**src/rtl/hermitian_qam_framer.sv**
```systemverilog
`default_nettype none
// ============================================================================
// Module   : hermitian_qam_framer
// Purpose  : Packs an MSB-first byte stream into QPSK/16-QAM/64-QAM carrier
//            indices for carriers 1..N-1. It then emits a 2N-sample frame
//            with Hermitian symmetry, so that an IFFT of the frame yields a
//            real-valued signal.
// Ports    : aclk, reset_n          - clock, asynchronous active-low reset
//            mode, carrier_mask     - constellation and carrier enables,
//                                     both latched once per frame
//            s_tdata/s_tvalid/s_tready         - byte input stream
//            m_tdata/m_tvalid/m_tready/m_tlast - {re,im} sample output stream
//            frame_done             - pulses on the final sample handshake
// Revision : 1.0 - initial release
// ============================================================================
module hermitian_qam_framer #(
    parameter int B = 8,
    parameter int N = 8
) (
    input  logic         aclk,
    input  logic         reset_n,
    input  logic [1:0]   mode,
    input  logic [N-1:0] carrier_mask,
    input  logic [B-1:0] s_tdata,
    input  logic         s_tvalid,
    output logic         s_tready,
    output logic [31:0]  m_tdata,
    output logic         m_tvalid,
    input  logic         m_tready,
    output logic         m_tlast,
    output logic         frame_done
);

    localparam int c_ACC_W = B + 5;
    localparam int c_CW    = $clog2(B + 6);
    localparam int c_NW    = $clog2(N);
    localparam int c_IW    = $clog2(2 * N);

    localparam logic [c_IW-1:0] c_LAST = c_IW'(2 * N - 1);
    localparam logic [N-1:0]    c_ONE  = {{(N-1){1'b0}}, 1'b1};

    localparam logic [0:0] S_LOAD = 1'b0;
    localparam logic [0:0] S_EMIT = 1'b1;

    logic [0:0]         r_state;
    logic [0:0]         w_state_nxt;
    logic               r_latched;      // mode/mask captured for this frame
    logic [1:0]         r_mode;
    logic [N-1:0]       r_mask;
    logic [N-1:0]       r_pend;         // enabled carriers not yet filled
    logic [c_ACC_W-1:0] r_acc;          // left-aligned; valid bits at the top
    logic [c_CW-1:0]    r_cnt;
    logic [c_IW-1:0]    r_idx;
    logic [31:0]        r_tdata;
    logic               r_tvalid;
    logic               r_tlast;
    logic [5:0]         r_buf [N];

    logic [c_CW-1:0]    w_k;
    logic               w_have_k;
    logic               w_loading;
    logic               w_pend_any;
    logic               w_accept;
    logic               w_write;
    logic               w_last_write;
    logic               w_hs;
    logic [N-1:0]       w_first;
    logic [c_NW-1:0]    w_slot;
    logic [5:0]         w_top;
    logic [5:0]         w_sym_in;
    logic [c_ACC_W-1:0] w_in_al;

    logic [c_IW-1:0]    w_nidx;
    logic               w_conj;
    logic [c_NW-1:0]    w_car;
    logic [5:0]         w_sym;
    logic [2:0]         w_vi;
    logic [2:0]         w_vq;
    logic [15:0]        w_re;
    logic [15:0]        w_im_raw;
    logic [15:0]        w_im;
    logic [31:0]        w_sample;

    // Axis level (2v-(L-1))*STEP; the largest magnitude is 32736, so the
    // imaginary part can always be negated without overflow.
    function automatic logic [15:0] f_level(input logic [2:0] v, input logic [1:0] md);
        int t;
        case (md)
            2'd1:    t = (2 * int'(v) - 3) * 10912;
            2'd2:    t = (2 * int'(v) - 7) * 4676;
            default: t = (2 * int'(v) - 1) * 32736;
        endcase
        return 16'(t);
    endfunction

    always_comb begin
        case (r_mode)
            2'd1:    w_k = c_CW'(4);
            2'd2:    w_k = c_CW'(6);
            default: w_k = c_CW'(2);
        endcase
    end

    assign w_have_k   = (r_cnt >= w_k);
    assign w_loading  = (r_state == S_LOAD) && r_latched;
    assign w_pend_any = |r_pend;
    assign s_tready   = w_loading && !w_have_k && w_pend_any;
    assign w_accept   = s_tready && s_tvalid;
    assign w_write    = w_loading && w_have_k && w_pend_any;

    // The lowest pending carrier is the next one to fill.
    assign w_first      = r_pend & (~r_pend + c_ONE);
    assign w_last_write = w_write && ((r_pend & ~w_first) == '0);

    always_comb begin
        w_slot = '0;
        for (int i = N - 1; i >= 1; i--) begin
            if (r_pend[i]) w_slot = c_NW'(i);
        end
    end

    // Incoming bytes are placed directly below the bits already held.
    assign w_in_al = {s_tdata, 5'b00000};
    assign w_top   = r_acc[c_ACC_W-1 -: 6];

    always_comb begin
        case (r_mode)
            2'd1:    w_sym_in = {2'b00, w_top[5:2]};
            2'd2:    w_sym_in = w_top;
            default: w_sym_in = {4'b0000, w_top[5:4]};
        endcase
    end

    assign w_hs       = (r_state == S_EMIT) && r_tvalid && m_tready;
    assign frame_done = w_hs && r_tlast;

    always_comb begin
        w_state_nxt = r_state;
        case (r_state)
            S_LOAD: begin
                if (r_latched && (!w_pend_any || w_last_write)) w_state_nxt = S_EMIT;
            end
            S_EMIT: begin
                if (w_hs && r_tlast) w_state_nxt = S_LOAD;
            end
            default: w_state_nxt = S_LOAD;
        endcase
    end

    // Next sample. For k >= N the source carrier is 2N-k. With N a power of
    // two, 2N-k is the negation of the low index bits, and both k=0 and k=N
    // land on carrier 0, which is never enabled.
    always_comb begin
        w_nidx   = r_idx + c_IW'(1);
        w_conj   = w_nidx[c_IW-1];
        w_car    = w_conj ? ({c_NW{1'b0}} - w_nidx[c_NW-1:0]) : w_nidx[c_NW-1:0];
        w_sym    = r_buf[w_car];
        case (r_mode)
            2'd1: begin
                w_vi = {1'b0, w_sym[3:2]};
                w_vq = {1'b0, w_sym[1:0]};
            end
            2'd2: begin
                w_vi = w_sym[5:3];
                w_vq = w_sym[2:0];
            end
            default: begin
                w_vi = {2'b00, w_sym[1]};
                w_vq = {2'b00, w_sym[0]};
            end
        endcase
        w_re     = f_level(w_vi, r_mode);
        w_im_raw = f_level(w_vq, r_mode);
        w_im     = w_conj ? (16'd0 - w_im_raw) : w_im_raw;
        w_sample = 32'h0000_0000;
        if ((w_car != '0) && r_mask[w_car]) w_sample = {w_re, w_im};
    end

    always_ff @(posedge aclk or negedge reset_n) begin
        if (!reset_n) begin
            r_state   <= S_LOAD;
            r_latched <= 1'b0;
            r_mode    <= 2'd0;
            r_mask    <= '0;
            r_pend    <= '0;
            r_acc     <= '0;
            r_cnt     <= '0;
            r_idx     <= '0;
            r_tdata   <= 32'h0000_0000;
            r_tvalid  <= 1'b0;
            r_tlast   <= 1'b0;
        end else begin
            r_state <= w_state_nxt;

            // The first LOAD cycle of every frame captures the configuration.
            if ((r_state == S_LOAD) && !r_latched) begin
                r_latched <= 1'b1;
                r_mode    <= mode;
                r_mask    <= carrier_mask;
                r_pend    <= carrier_mask & ~c_ONE;
            end

            // Accept and write never coincide: s_tready requires fewer than
            // K bits, and a write requires at least K.
            if (w_accept) begin
                r_acc <= r_acc | (w_in_al >> r_cnt);
                r_cnt <= r_cnt + c_CW'(B);
            end
            if (w_write) begin
                r_acc  <= r_acc << w_k;
                r_cnt  <= r_cnt - w_k;
                r_pend <= r_pend & ~w_first;
            end

            if ((r_state == S_LOAD) && (w_state_nxt == S_EMIT)) begin
                r_idx    <= '0;
                r_tdata  <= 32'h0000_0000;
                r_tvalid <= 1'b1;
                r_tlast  <= 1'b0;
            end

            if (w_hs) begin
                if (r_tlast) begin
                    r_idx     <= '0;
                    r_tdata   <= 32'h0000_0000;
                    r_tvalid  <= 1'b0;
                    r_tlast   <= 1'b0;
                    r_latched <= 1'b0;
                end else begin
                    r_idx   <= w_nidx;
                    r_tdata <= w_sample;
                    r_tlast <= (w_nidx == c_LAST);
                end
            end
        end
    end

    // Carrier index storage. Stale entries are harmless because disabled
    // carriers are forced to zero on output.
    always_ff @(posedge aclk) begin
        if (w_write) r_buf[w_slot] <= w_sym_in;
    end

    assign m_tdata  = r_tdata;
    assign m_tvalid = r_tvalid;
    assign m_tlast  = r_tlast;

endmodule
`default_nettype wire

```
**config.mk**
```make
export PLATFORM = sky130hd
export DESIGN_NAME = hermitian_qam_framer
export DESIGN_NICKNAME = d
export VERILOG_FILES = /design/src/rtl/hermitian_qam_framer.sv
export SDC_FILE = /design/constraint.sdc
export NUM_CORES = 1
export LEC_CHECK = 0
export CELL_PAD_IN_SITES_DETAIL_PLACEMENT = 0
export CELL_PAD_IN_SITES_GLOBAL_PLACEMENT = 1
export CORE_MARGIN = 2
export CORE_UTILIZATION = 55
export DETAILED_ROUTE_END_ITERATION = 16
export DONT_BUFFER_PORTS = 1
export HOLD_SLACK_MARGIN = 0.12
export PLACE_DENSITY = 0.95
export SKIP_LAST_GASP = 1
export SLEW_MARGIN = 20
export SYNTH_ARGS = -nofsm -noshare
export SYNTH_HDL_FRONTEND = slang
export SYNTH_SLANG_ARGS = --single-unit
```
**constraint.sdc**
```tcl
create_clock -name aclk -period 13.44 [get_ports aclk]
set_input_delay 0.672 -clock aclk [delete_from_list [all_inputs] [get_ports aclk]]
set_output_delay 0.672 -clock aclk [all_outputs]
set_load 0.01 [all_outputs]
```
Word-level counts from Yosys, hierarchy flattened. Memory sizes are Yosys's and may differ from the RTL's. Index checks and enable logic that the tools add are counted.

Flip-flop bits (word level): 75. Latch bits: 0. RAM bits: 48. Memory bits (read-only): 0. Bits of input ports: 22. Word-level logic and storage cells: 111. Memories kept: 1.

Memory list: r_buf (depth 8, width 6, read ports 1, clocked after memory_dff 0, write ports 1, line 57) `logic [5:0] r_buf [N];`.

Add/sub/neg operators: 12. $mul: 6. Div/mod/pow operators: 0. Order comparisons: 2. Equal/unequal tests: 3. Shift-type cells: 2. Muxes and demuxes: 44. Bitwise operators: 6. Reduce and logical (&&, ||, !) cells: 24.

Operator list (count): 32-bit two-way mux (4); 16-bit one-hot mux with 2 select lines (2); 5-bit by 12-bit multiplier with 14-bit output (second input constant) (2); 13-bit two-way mux (2); 3-bit two-way mux (8); 5-bit by 10-bit multiplier with 11-bit output (second input constant) (2); 5-bit by 11-bit multiplier with 11-bit output (second input constant) (2); 4-bit two-way mux (5); 3-bit one-hot mux with 2 select lines (3); 8-bit bitwise AND (2); 16-bit two-way mux (1); 8-bit two-way mux (2); 8-bit inverter (2); 1-bit by 16-bit subtractor with 16-bit output (first input constant) (1); 1-bit logical AND (14); 1-bit two-way mux (14); 13-bit OR (1); 13-bit by 3-bit << shifter with 13-bit output (1); 13-bit by 4-bit >> shifter with 13-bit output (1); 6-bit one-hot mux with 2 select lines (1); 4-bit by 1-bit subtractor with 5-bit output (second input constant) (2); 4-bit by 2-bit subtractor with 5-bit output (second input constant) (2); 4-bit by 3-bit subtractor with 5-bit output (second input constant) (2); 8-bit by 1-bit adder with 8-bit output (second input constant) (1); other kinds (18) (22).

Logic depth before layout (Yosys ltp).
Depth after elaboration: 15. Depth in mapped cells: 28. Gate-level depth less buffers: 23.

Worst setup path before layout. Ideal clock, no wire load.

Path type: reg-to-reg. Start: register r_idx[0]. End: register r_tdata[15], in the netlist m_tdata[15]. Library setup time: 0.069 ns. Arrival: 5.726 ns. Required time: 13.371 ns. Setup slack: 7.645 ns. Cell stages (with the launch flop): 28. Buffers on the path: 5. Path through: dfrtp_1 buf_2 clkinv_1 ha_1 buf_2 xnor2_1 clkbuf_1 nor2b_1 a221oi_1 a311oi_2 nor2_1 clkbuf_1 ha_1 xnor2_1 inv_1 ha_1 clkbuf_1 inv_1 ha_1 xnor2_1 ha_1 a21o_1 a21o_1 a21o_1 a21oi_1 xnor2_1 or4b_1 nand3_1.

Cells in the longest elaborated chain, start to end: 13. Elaborated cells on any way between the ends: 21.

RTL lines: start, declared (line 53) `logic [c_IW-1:0] r_idx;`; start signal, assigned (line 230) `r_idx <= w_nidx;`; 4-bit by 1-bit adder with 4-bit output (*) (line 154) `w_nidx = r_idx + c_IW'(1);`; 1-bit by 3-bit subtractor with 3-bit output (line 156) `w_car = w_conj ? ({c_NW{1'b0}} - w_nidx[c_NW-1:0]) : w_nidx[c_NW-1:0];`; 3-bit two-way mux (line 156); memory 8 x 6 bit; 3-bit one-hot mux with 2 select lines (line 158) `case (r_mode)`; 4-bit by 3-bit subtractor with 5-bit output (tied with other cells) (line 90) `2'd2: t = (2 * int'(v) - 7) * 4676;`; 5-bit by 12-bit multiplier with 14-bit output (tied with other cells) (line 90); 16-bit one-hot mux with 2 select lines (line 88) `case (md)`; 1-bit by 16-bit subtractor with 16-bit output (line 174) `w_im = w_conj ? (16'd0 - w_im_raw) : w_im_raw;`; 16-bit two-way mux (line 174); 32-bit two-way mux (*) (line 176) `if ((w_car != '0) && r_mask[w_car]) w_sample = {w_re, w_im};`; 32-bit two-way mux (*) (line 223) `if (r_tlast) begin`; 32-bit two-way mux (*) (line 222) `if (w_hs) begin`; end signal, assigned (line 231) `r_tdata <= w_sample;`; end, declared (line 54) `logic [31:0] r_tdata;`.

Mark *: on every way between the ends. The rest lies on a longest branch, timed or not. The select of a mux whose other input is x is not followed. A chain may end at the register's enable or synchronous reset.

Final worst setup path. Same ends and word-level chain as after synthesis.

==> impl_metrics.toml <==
[status]
status = "complete, no violations"

[logic_synthesis]
yosys_most_used_dff = "dfrtp_1"
synth_edf_count = 48
synthArstFlopShare_pct = 58.6
synthesis.area_sq_mm = 0.00782
yosysTopAreaCellShare_pct = 21.7
synth.avg_cell_area_sq_um = 9.65
ys_seq_elements = 116
synthDistinctLibCells = 68
yosysSeqAreaShare_pct = 40.2
syn_inst = 811
synth_largest_area_cell = "dfrtp_1"
ys_top_cells_by_area = "dfrtp_1 22%, edfxtp_1 18%, ha_1 11%"
synth_warnings = 0

[sta]
period_minus_slack_ps = 7360
maxSlewViolCount = 0
hold_violations = 0
timing.setup.tns_ps = 0
fin_worst_skew_ps = 6.82
period_share_pct = 54.8
setup_violations = 0
max_freq_mhz = 136
slew_headroom_pct = 29.2
tightest_slew_ps = 1060
rsz0062_at_grt = "no"

[cts]
cts-resized-gates = 0
cts_max_level = 4
root_buffer = "clkbuf_16"
tritoncts = "built"
cts_buffer_depth = 2
clk_pin_slew_worst_paths_ps = 60
cts_sinks = 116
cts_setup_buffers = 0
hold_buffers = 1
clkLatencyLatePin_ps = 430
numCtsBuffers = 17

[global_route]
gr-usage-all-layers_pct = 26.5
overflow = 0
first_global_vias = 6018
grt_pass1_wl_mm = 30.9
antenna_found_initial = 0
grt_start_max_net_pins = 69

[setup_path]
worstPathArrival_ps = 7730
path_class = "flip-flop to flip-flop"
crit_fanout = 27
crit_required_ps = 13800
cp-end-kind = "flip-flop"
startpoint_type = "flip-flop"

[place]
dp_hpwl_mm = 13.7
post-place-cells = 962
gp_congestion = 0.907
numPortBuffers = 0

[die]
dieArea_sq_mm = 0.0152
coreArea_sq_mm = 0.0139
initial_core_util_pct = 56.4
die_y_microns = 123
rows = 43
boundaryPins = 58
die_x_microns = 123

[power]
power_density_mw_per_mm2 = 101
ir_drop_uv = 92.2
power_leakage_nw = 3.53

[route]
routed_via_density = 6.20
drc = 0
dr.pass1.iters = 5
postRouteWirelength_mm = 19.1
vias = 6172
drtIter0Drc = 514
ant_nets = 0
drt-wirelength-per-cell_microns = 19.2

[cells_and_area]
insertedDiodeCount = 0
syn_to_final_growth_pct = 10.1
nets = 899
fin_util_pct = 62.0
instances_no_fill = 995
drive_gt1_share_pct = 9.33

[job]
cap_viol_max_count = 0

[worst_hold_path]
hold_class = "primary input to async pin"
## per-stage QoR
step,hold slack [ps],total power [mW],cell area (sq um),worst slack (ps)
3_3_place_gp,378,0.379,7940,6270
2_1_floorplan,376,0.379,7860,7640
6_report,125,0.867,8610,6080
3_5_place_dp,379,0.378,7940,5820
4_1_cts,133,0.871,8600,5820
5_1_grt,145,0.886,8610,5480
## report_power, final
group / total (mW) / leakage (nW) / switching, mW / internal, mW
clock: 0.490 / 0.309 / 0.174 / 0.316
combinational: 0.00881 / 1.92 / 0.00644 / 0.00237
sequential: 0.368 / 1.30 / 0.000157 / 0.368
## state kept, by name, indices dropped and copies added, names as in the netlist, 2 cells and up
signal,cells
r_pend,7
r_acc,13
r_mask,8
r_idx,4
r_buf,48
r_mode,2
m_tdata,27
r_cnt,3
## cells in the mapped netlist, drive strengths merged, types with 9 or more instances
library cell	instances
and2	9
nand2	92
buf	12
a21o	10
dfrtp	68
fa	9
xnor2	30
mux2i	26
a22oi	11
a21oi	48
and3	9
a31oi	9
nand3	10
ha	66
o21ai	86
inv	44
a221oi	12
nor2	49
mux2	20
nand2b	13
nor2b	10
edfxtp	48
clkbuf	35
## layout make-up
cell class,count,area [sq um]
fillers,1112,5270
inverters,45,169
well taps,180,225
multi-input cells,612,4340
clock inverters,14,198
repair buffers,10,95.1
clock buffers,18,439
flip-flops and latches,116,3140
## cell usage in the layout, fill, tap and decap left out, types with 4 or more instances in the layout
| master | instances |
|---|---|
| nor3_1 | 7 |
| buf_4 | 9 |
| a211oi_1 | 7 |
| nor2b_1 | 10 |
| nor2_1 | 48 |
| nand3_1 | 10 |
| conb_1 | 10 |
| dfrtp_1 | 68 |
| edfxtp_1 | 48 |
| o211ai_1 | 8 |
| o21ai_0 | 85 |
| a21oi_1 | 47 |
| and2_1 | 7 |
| o221ai_1 | 6 |
| a31oi_1 | 9 |
| a22oi_1 | 11 |
| clkbuf_16 | 17 |
| a21o_1 | 10 |
| xor2_1 | 4 |
| bufinv_16 | 4 |
| nand2b_1 | 13 |
| mux2i_1 | 25 |
| mux2_2 | 20 |
| a221oi_1 | 11 |
| fa_1 | 9 |
| a221o_1 | 4 |
| inv_1 | 42 |
| clkinv_4 | 4 |
| nand2_1 | 92 |
| ha_1 | 66 |
| and3_1 | 9 |
| a22o_1 | 8 |
| xnor2_1 | 29 |
## worst paths after layout
path	cells after the start	startpoint	slack [ps]	to
max	18	r_idx[0]$_DFFE_PN0P_	6080	m_tdata[15]$_DFFE_PN0P_
min	1	reset_n	120	r_acc[5]$_DFFE_PN0P_
max reg2reg	18	r_idx[0]$_DFFE_PN0P_	6080	m_tdata[15]$_DFFE_PN0P_
min reg2reg	1	r_mask[0]$_DFFE_PN0P_	530	r_mask[0]$_DFFE_PN0P_
max in group asynchronous	1	reset_n	13020	m_tdata[30]$_DFFE_PN0P_
min in group aclk	2	carrier_mask[6]	370	r_pend[6]$_DFFE_PN0P_
## critical path, cell delays in order (launching register included)
cell,delay [ps]
dfrtp_1,850
clkinv_1,460
ha_1,720
xnor2_2,680
nor2b_1,100
a221oi_1,340
a311oi_2,130
nor2_1,840
inv_2,300
ha_1,330
fa_1,480
ha_1,410
a31o_2,290
a221oi_1,310
nor2_1,110
xnor2_1,160
o211ai_1,130
or4b_1,550
nand3_1,90
## logic make-up after synthesis
group,count (synthesis),share of synthesized area [%]
AOI/OAI and AO/OA,234,19.2
xor gates and xnor gates,34,3.81
adders and majority gates,76,13.0
buffers and inverters,92,4.89
DFF,116,40.2
muxes,47,6.65
other,1,0.0479
and+or+nand+nor,211,12.3
## routing by layer
metal | routed length, microns | part of all wire, % | track usage [%]
met4 | 370 | 1.9 | 7.39
met2 | 9410 | 49 | 44.5
met1 | 8040 | 42 | 33.8
met5 | 0 | 0 | 0
met3 | 1300 | 6.8 | 6.96
No activity file was read; power rests on OpenSTA's default activity.
